<file path="src/rtl/if_id_reg.sv">
// -----------------------------------------------------------------------------
// if_id_reg -- pipeline register between instruction fetch and decode.
//
// Holds one fetched instruction with its PC and PC+4. The stage is a two-state
// machine: EMPTY (a bubble is presented, id_valid=0) and FULL (a real
// instruction is presented, id_valid=1). Priority on every rising edge:
// rst, then flush, then stall, then load.
//
// Optional feature: define IF_ID_PERF_EN to add the saturating stall-cycle
// and flush-event counters (stall_cnt, flush_cnt). Without the macro the
// counters, their ports and their logic do not exist.
//
// Parameters:
//   NOP_INSTR  bubble instruction word (addi x0,x0,0)
//   RESET_PC   PC presented while the stage holds a bubble
//
// Ports:
//   clk        rising-edge clock for all state
//   rst        synchronous, active-high reset
//   if_pc      PC of the fetched instruction
//   if_inst    fetched instruction word
//   if_valid   fetch output is meaningful this cycle
//   stall      hold current contents (load-use hazard)
//   flush      discard current contents (taken branch / jump)
//   id_pc      registered PC to decode
//   id_pc4     registered id_pc + 4 (modulo 2^32)
//   id_inst    registered instruction to decode
//   id_valid   decode holds a real instruction (driven by the state bit)
//   stall_cnt  stall-cycle counter        (IF_ID_PERF_EN only)
//   flush_cnt  flush-event counter        (IF_ID_PERF_EN only)
// -----------------------------------------------------------------------------
module if_id_reg #(
    parameter logic [31:0] NOP_INSTR = 32'h00000013,
    parameter logic [31:0] RESET_PC  = 32'h00000000
) (
    input  logic        clk,
    input  logic        rst,
    input  logic [31:0] if_pc,
    input  logic [31:0] if_inst,
    input  logic        if_valid,
    input  logic        stall,
    input  logic        flush,
    output logic [31:0] id_pc,
    output logic [31:0] id_pc4,
    output logic [31:0] id_inst,
    output logic        id_valid
`ifdef IF_ID_PERF_EN
    ,
    output logic [31:0] stall_cnt,
    output logic [31:0] flush_cnt
`endif
);

    typedef enum logic {
        EMPTY = 1'b0,
        FULL  = 1'b1
    } state_t;

    // The sum is kept at 32 bits so the carry out of PC+4 is dropped.
    localparam logic [31:0] BUBBLE_PC4 = RESET_PC + 32'd4;

    state_t      state_r;
    logic [31:0] id_pc_r;
    logic [31:0] id_pc4_r;
    logic [31:0] id_inst_r;
    logic [31:0] if_pc4_s;

    assign if_pc4_s = if_pc + 32'd4;

    // Stage state and payload: reset > flush > stall > load / bubble.
    always_ff @(posedge clk) begin
        if (rst) begin
            state_r   <= EMPTY;
            id_pc_r   <= RESET_PC;
            id_pc4_r  <= BUBBLE_PC4;
            id_inst_r <= NOP_INSTR;
        end else if (flush) begin
            state_r   <= EMPTY;
            id_pc_r   <= RESET_PC;
            id_pc4_r  <= BUBBLE_PC4;
            id_inst_r <= NOP_INSTR;
        end else if (stall) begin
            // Hold everything bit-exactly, including a held bubble.
            state_r   <= state_r;
            id_pc_r   <= id_pc_r;
            id_pc4_r  <= id_pc4_r;
            id_inst_r <= id_inst_r;
        end else if (if_valid) begin
            state_r   <= FULL;
            id_pc_r   <= if_pc;
            id_pc4_r  <= if_pc4_s;
            id_inst_r <= if_inst;
        end else begin
            state_r   <= EMPTY;
            id_pc_r   <= RESET_PC;
            id_pc4_r  <= BUBBLE_PC4;
            id_inst_r <= NOP_INSTR;
        end
    end

    assign id_pc    = id_pc_r;
    assign id_pc4   = id_pc4_r;
    assign id_inst  = id_inst_r;
    assign id_valid = (state_r == FULL);

`ifdef IF_ID_PERF_EN
    logic [31:0] stall_cnt_r;
    logic [31:0] flush_cnt_r;

    // Saturating event counters; a stall masked by a flush is not counted.
    always_ff @(posedge clk) begin
        if (rst) begin
            stall_cnt_r <= 32'd0;
            flush_cnt_r <= 32'd0;
        end else begin
            if (stall && !flush && (stall_cnt_r != 32'hFFFFFFFF)) begin
                stall_cnt_r <= stall_cnt_r + 32'd1;
            end else begin
                stall_cnt_r <= stall_cnt_r;
            end
            if (flush && (flush_cnt_r != 32'hFFFFFFFF)) begin
                flush_cnt_r <= flush_cnt_r + 32'd1;
            end else begin
                flush_cnt_r <= flush_cnt_r;
            end
        end
    end

    assign stall_cnt = stall_cnt_r;
    assign flush_cnt = flush_cnt_r;
`endif

endmodule

</file>
<file path="config.mk">
export PLATFORM = sky130hd
export DESIGN_NAME = if_id_reg
export DESIGN_NICKNAME = d
export VERILOG_FILES = /design/src/rtl/if_id_reg.sv
export SDC_FILE = /design/constraint.sdc
export NUM_CORES = 1
export LEC_CHECK = 0
export CAP_MARGIN = 20
export CORE_AREA = 2 2 97 99
export CTS_BUF_LIST = sky130_fd_sc_hd__clkbuf_8
export DETAILED_ROUTE_END_ITERATION = 10
export DIE_AREA = 0 0 99 101
export GPL_TIMING_DRIVEN = 0
export PLACE_DENSITY = 0.81
export RECOVER_POWER = 50
export SLEW_MARGIN = 15
export SYNTH_ARGS = -nofsm -noshare
export SYNTH_HDL_FRONTEND = slang
export SYNTH_SLANG_ARGS = --single-unit
</file>
<file path="constraint.sdc">
create_clock -name clk -period 2.2 [get_ports clk]
set_input_delay 0.22 -clock clk [delete_from_list [all_inputs] [get_ports clk]]
set_output_delay 0.22 -clock clk [all_outputs]
set_load 0.05 [all_outputs]
</file>
==> flow_metrics.tcl, run 1 <==
set metrics [dict create \
    status "completed" \
    overflow 0 \
    cts_hold_buffers 0 \
    rows 35 \
    ys.flop_type "dfxtp_1" \
    whs_path_depth 3 \
    rsz0062_at_grt "no" \
    r2r-start "id_inst[9]" \
    dpl.hpwl_mm 8.89 \
    p_leak_nw 2.20 \
    core_area_sq_um 8980 \
    drc 0 \
    first_iter_violations 124 \
    setup_ws_ns 0.128 \
    wl_mm 11.7 \
    clk_pin_slew_ns 0.10 \
    clockRootBuffer "clkbuf_8" \
    p_int_mw 2.62 \
    htree_levels 3 \
    synthXorXnorAreaFrac_pct 1.86 \
    min_period_ns 2.07 \
    ir_drop_v 0.000322 \
    slowest_stage "or4_4" \
    power_frac_clock_pct 35.5 \
    combPwrFrac_pct 15.1 \
    pre_cts_ws_ns -0.333 \
    antenna_left 0 \
    synth.ff_latch_count 95 \
    synth_compound_area_share_pct 18.9 \
    path_max_fanout 10 \
    ioPinCount 166 \
    synth_nets 497 \
    synthMostInstantiatedCell "dfxtp_1" \
    drv_slew 0 \
    netlist.area_leader.share_pct 50.4 \
    crit_chain "clkdlybuf4s50_1, ha_1, nand2_1, or4_4, buf_6, or4_1, nand3_1" \
    vias 3876 \
    max_stage_delay_ns 0.61 \
    cp.arrival_ns 2.38 \
    syn_area_per_cell_sq_um 8.84 \
    synth_warnings 0 \
    yosysUniqueCellTypes 34 \
    period_share_pct 94.2 \
    gr-usage-all-layers_pct 22.8 \
    die_h_um 101 \
    power.density_nw_per_um2 623 \
    hold_viol 0 \
    port_buffers 162 \
    insertion_delay_ns 0.36 \
    place.gp.congestion 0.905 \
    fmax_mhz 483 \
    slew_headroom_pct 62.5 \
    synthArstFlopShare_pct 0 \
    netSwitchingFraction_pct 27.0 \
    synthCells 427 \
    synth-seq-area-share_pct 50.4 \
    synthMuxAreaShare_pct 0 \
    synth_simple_gate_area_share_pct 23.9 \
    cts_sinks 95 \
    diodes 0 \
    min-delay-start "if_pc[5]" \
    cts_tree "built" \
    worst_pin_slew_ns 0.560 \
    synthTopCellsByArea "dfxtp_1 50%, a22oi_1 13%, nor2_1 7.3%, nand2_1 4.2%, nand3_1 3.7%" \
    path_class "in2reg" \
    p_sw_uw 970 \
    finalClockSkew_ns 0 \
    drive_above_1_share_pct 4.79 \
    p_total_mw 3.59 \
    endpoint_kind "flop" \
    area_delta_synth_final_pct 52.5 \
    cts_buffers 9 \
    placed_cell_area_sq_um 5540 \
    synth_common_cells "95 x dfxtp_1, 73 x nor2_1, 64 x a22oi_1" \
    synth_top_family_by_area "simple AND/OR/NAND/NOR gates" \
    startpoint_type "input port" \
    synth.largest_area_cell "dfxtp_1" \
    chipWidth_um 99 \
    initial_utilization_pct 42.0 \
    hold_end "id_pc[5]" \
    synth_adder_area_share_pct 0.331 \
    dieArea_sq_um 10000 \
    timing.rr.end "id_inst[9]" \
    hp-class "in2reg" \
    nFillCells 781 \
    firstDrtPassIters 4 \
    r2r_cells 2 \
    syn_area_sq_um 3770 \
    synth_edf_count 0 \
    clockBufferDepth 2 \
    viasPerCell 5.41 \
    seqPwrFrac_pct 49.4 \
    grt_pass1_vias 3637 \
    wl_per_cell_um 16.3 \
    ff2ff_setup_slack_ns 1.48 \
    grt_pass1_wl_mm 18.3 \
    worst_ep_required_time_ns 2.50 \
    grt_antenna_before_repair 0 \
    grt_max_degree 17 \
    maxCapViolCount 0 \
    setup_violations 0 \
    nNetsFinal 670 \
    fin_area_sq_um 5760 \
]
-- state kept, by name, summed over array words and instances, names as in the netlist --
signal,flops
id_valid,1
id_pc,32
id_pc4,30
id_inst,32
-- how the worst max path moves through the flow --
| stage | startpoint | to | slack, ns | cells past startpoint |
|---|---|---|---|---|
| 2_1_floorplan | if_pc[2] | id_pc4[20] | 0.48 | 6 |
| 3_3_place_gp | flush | id_pc4[24] | -0.28 | 7 |
| 3_5_place_dp | flush | id_pc4[13] | -0.33 | 7 |
| 4_1_cts | flush | id_pc4[13] | 0.03 | 7 |
| 5_1_grt | if_pc[6] | id_pc4[27] | 0.04 | 6 |
| 6_report | if_pc[2] | id_pc4[20] | 0.13 | 7 |
-- layout by cell type, fill, tap and decap left out, types with 4 or more instances in the layout --
cell type        instances
o211ai_1                16
a21oi_1                  4
o21ai_0                  8
clkbuf_8                 9
buf_1                    5
a22oi_1                 64
nand4_1                  8
nand2_1                 42
nand3_1                 28
dfxtp_1                 95
xor2_1                   4
clkbuf_1                24
dlygate4sd3_1           65
or4_1                   16
xnor2_1                  4
clkdlybuf4s50_1         97
nor2_1                  72
-- area by class of cell --
class                           count  area (sq um)  area share [%]
Buffer                             36           170            2.96
Timing Repair Buffer              162          1620            28.2
Tap cell                          111           139            2.41
Clock inverter                      7          96.3            1.67
Inverter                            2          7.51           0.130
Multi-Input combinational cell    294          1700            29.5
Sequential cell                    95          1900            33.0
Clock buffer                        9           124            2.15
-- metal layers --
layer / track usage [%] / wire [um]
met1: 28.1 / 4870
met2: 38.3 / 5750
met3: 5.55 / 829
met4: 9.06 / 235
met5: 0 / 0
-- cell families after synthesis --
group | Yosys count
adders and majority gates | 1
AOI/OAI and AO/OA | 99
xor gates and xnor gates | 8
buffers and inverters | 38
and+or+nand+nor | 186
DFF | 95
-- power by group through the flow --
| stage | registers (mW) | logic, mW | clock network, mW |
|---|---|---|---|
| 4_1_cts | 1.77 | 0.549 | 1.29 |
| 2_1_floorplan | 1.93 | 0.157 | 0 |
| 5_1_grt | 1.78 | 0.576 | 1.37 |
| 3_3_place_gp | 1.81 | 0.540 | 0 |
| 6_report | 1.77 | 0.541 | 1.27 |
| 3_5_place_dp | 1.81 | 0.546 | 0 |
-- metrics by stage --
| stage | hold WS [ns] | utilization, % | setup TNS, ns | instances |
|---|---|---|---|---|
| 6_report | 0.159 | 64.1 | 0 | 716 |
| 3_3_place_gp | 0.440 | 61.7 | -3.58 | 700 |
| 2_1_floorplan | 0.341 | - | 0 | 427 |
| 4_1_cts | 0.150 | 64.1 | 0 | 716 |
| 5_1_grt | 0.162 | 64.1 | 0 | 716 |
| 3_5_place_dp | 0.440 | 61.7 | -3.98 | 700 |
-- what timing repair did --
action,CTS,global route
setup buffers,0,0
resized for setup,0,2
endpoints found under the setup margin,0,11
-- critical path, delay by kind of cell --
kind | cells | cell delay (ns)
AND/OR/NAND/NOR | 4 | 1.22
buffers and inverters | 2 | 0.69
adder cells (fa/ha/maj) | 1 | 0.24
No activity file was read; power rests on OpenSTA's default activity.
==> inputs of run 2 (changes only) <==
--- a/config.mk
+++ b/config.mk
@@ -11,7 +11,7 @@
 export DETAILED_ROUTE_END_ITERATION = 10
 export DIE_AREA = 0 0 99 101
 export GPL_TIMING_DRIVEN = 0
-export PLACE_DENSITY = 0.81
+export PLACE_DENSITY_LB_ADDON = 0.15
 export RECOVER_POWER = 50
 export SLEW_MARGIN = 15
 export SYNTH_ARGS = -nofsm -noshare
==> run 2 against run 1 <==
  * Clock power about the same
  * Flip-flop and latch count unchanged
  * Combinational power down 0.7%
  * Non-clock buffer count stayed put
  * Sequential share of layout area is essentially flat
==> flow_metrics.tcl, run 2 (synthesis results as in run 1) <==
set metrics [dict create \
    status "completed" \
    nFillCells 776 \
    port_buffers 162 \
    die_h_um 101 \
    grt_pass1_wl_mm 18.2 \
    overflow 0 \
    placed_cell_area_sq_um 5540 \
    hp-class "in2reg" \
    finalClockSkew_ns 0 \
    diodes 0 \
    fmax_mhz 478 \
    rows 35 \
    drive_above_1_share_pct 4.96 \
    cts_setup_buffers 0 \
    htree_levels 3 \
    wl_per_cell_um 15.6 \
    path_max_fanout 10 \
    clockRootBuffer "clkbuf_8" \
    nNetsFinal 670 \
    maxCapViolCount 0 \
    drc 0 \
    layout_commonest_cell "clkdlybuf4s50_1" \
    worst_ep_required_time_ns 2.49 \
    fin_area_sq_um 5760 \
    ff2ff_setup_slack_ns 1.51 \
    clk_pin_slew_ns 0.09 \
    rsz0062_at_grt "no" \
    ioPinCount 166 \
    drv_slew 0 \
    grt_pass1_vias 3662 \
    r2r-start "id_pc[0]" \
    chipWidth_um 99 \
    setup_violations 0 \
    vias 3845 \
    gr-usage-all-layers_pct 22.6 \
    antenna_left 0 \
    endpoint_kind "flop" \
    area_delta_synth_final_pct 52.6 \
    startpoint_type "input port" \
    dp_cells 700 \
    grt_max_degree 16 \
    stdcell_count 716 \
    viasPerCell 5.37 \
    power.density_nw_per_um2 621 \
    multiInputGateArea_sq_um 1700 \
    grt_antenna_before_repair 0 \
    min_period_ns 2.09 \
    period_share_pct 95.2 \
    layout_common_cells "97 x clkdlybuf4s50_1, 95 x dfxtp_1, 72 x nor2_1" \
    dpl.hpwl_mm 8.43 \
    worst_pin_slew_ns 0.556 \
    cts_buffers 9 \
    wl_mm 11.2 \
    clockBufferDepth 2 \
    seqCellArea_sq_um 1900 \
    p_leak_nw 2.22 \
    fin_util_pct 64.2 \
    firstDrtPassIters 4 \
    dieArea_sq_um 10000 \
    hold_slack_ns 0.169 \
    core_area_sq_um 8980 \
    place.gp.congestion 0.821 \
    cts_tree "built" \
    whs_path_depth 3 \
    ir_drop_v 0.000422 \
    first_iter_violations 147 \
    pre_cts_ws_ns -0.312 \
    slowest_stage "or4_4" \
    insertion_delay_ns 0.35 \
    max_stage_delay_ns 0.60 \
    timing.rr.end "id_pc[0]" \
    setup_ws_ns 0.107 \
    initial_utilization_pct 42.0 \
    slew_headroom_pct 62.8 \
    crit_chain "clkdlybuf4s50_1, ha_1, nand2_1, or4_4, buf_6, or4_1, nand3_1" \
    cp.arrival_ns 2.38 \
    min-delay-start "if_pc[5]" \
    hold_viol 0 \
    r2r_cells 2 \
    cts_sinks 95 \
    hold_end "id_pc[5]" \
    path_class "in2reg" \
]
==> run 2: through the flow <==
stage               total power, mW  setup TNS, ns
finish                         3.58              0
global route                   3.73              0
CTS                            3.62              0
detailed placement             2.36          -3.94
global placement               2.35          -3.52
floorplan                      2.09              0
==> run 2: metal layers <==
metal	vias to the layer above	GRT usage (%)	wire [um]
li1	1906	-	-
met1	1774	29.4	4760
met2	147	35.9	5260
met3	18	6.59	905
met4	0	8.11	235
met5	-	0	0
==> run 2: cell type report <==
class / count / area share [%]
timing repair buffer: 162 / 28.2
clock inverter: 6 / 1.46
inverter: 2 / 0.130
sequential: 95 / 33.0
clock buffer: 10 / 2.39
multi-input combinational: 294 / 29.5
buffer: 36 / 2.95
tap: 111 / 2.41
==> run 2: repair_timing <==
action / in CTS / in global routing
endpoints found under the hold margin: 0 / 0
gates resized for setup: 0 / 1
setup endpoints to repair: 0 / 7
hold buffers: 0 / 0
==> run 2: power by group <==
part	internal (mW)	leakage [nW]	switching, mW
logic	0.219	1.33	0.319
registers	1.75	0.770	0.0173
clock network	0.668	0.116	0.601
==> run 2: worst max path at each step <==
stage / start / to / cells after the start
2_1_floorplan: if_pc[2] / id_pc4[20] / 6
3_3_place_gp: flush / id_pc4[24] / 7
3_5_place_dp: flush / id_pc4[22] / 7
4_1_cts: flush / id_pc4[22] / 7
5_1_grt: if_pc[3] / id_pc4[22] / 7
6_report: if_pc[3] / id_pc4[22] / 7
==> run 2: worst max-delay path: cells and delay by family <==
family,cells,cell delay [ns]
adder cells (fa/ha/maj),1,0.25
buffers and inverters,2,0.70
AND/OR/NAND/NOR,4,1.21
==> inputs of run 3 (changes only) <==
--- a/config.mk
+++ b/config.mk
@@ -5,6 +5,7 @@
 export SDC_FILE = /design/constraint.sdc
 export NUM_CORES = 1
 export LEC_CHECK = 0
+export ABC_CLOCK_PERIOD_IN_PS = 2200
 export CAP_MARGIN = 20
 export CORE_AREA = 2 2 97 99
 export CTS_BUF_LIST = sky130_fd_sc_hd__clkbuf_8
@@ -13,6 +14,7 @@
 export GPL_TIMING_DRIVEN = 0
 export PLACE_DENSITY_LB_ADDON = 0.15
 export RECOVER_POWER = 50
+export SKIP_LAST_GASP = 1
 export SLEW_MARGIN = 15
 export SYNTH_ARGS = -nofsm -noshare
 export SYNTH_HDL_FRONTEND = slang
==> results of run 3 <==
Final layout, timing and power as in run 2 (identical DEF).
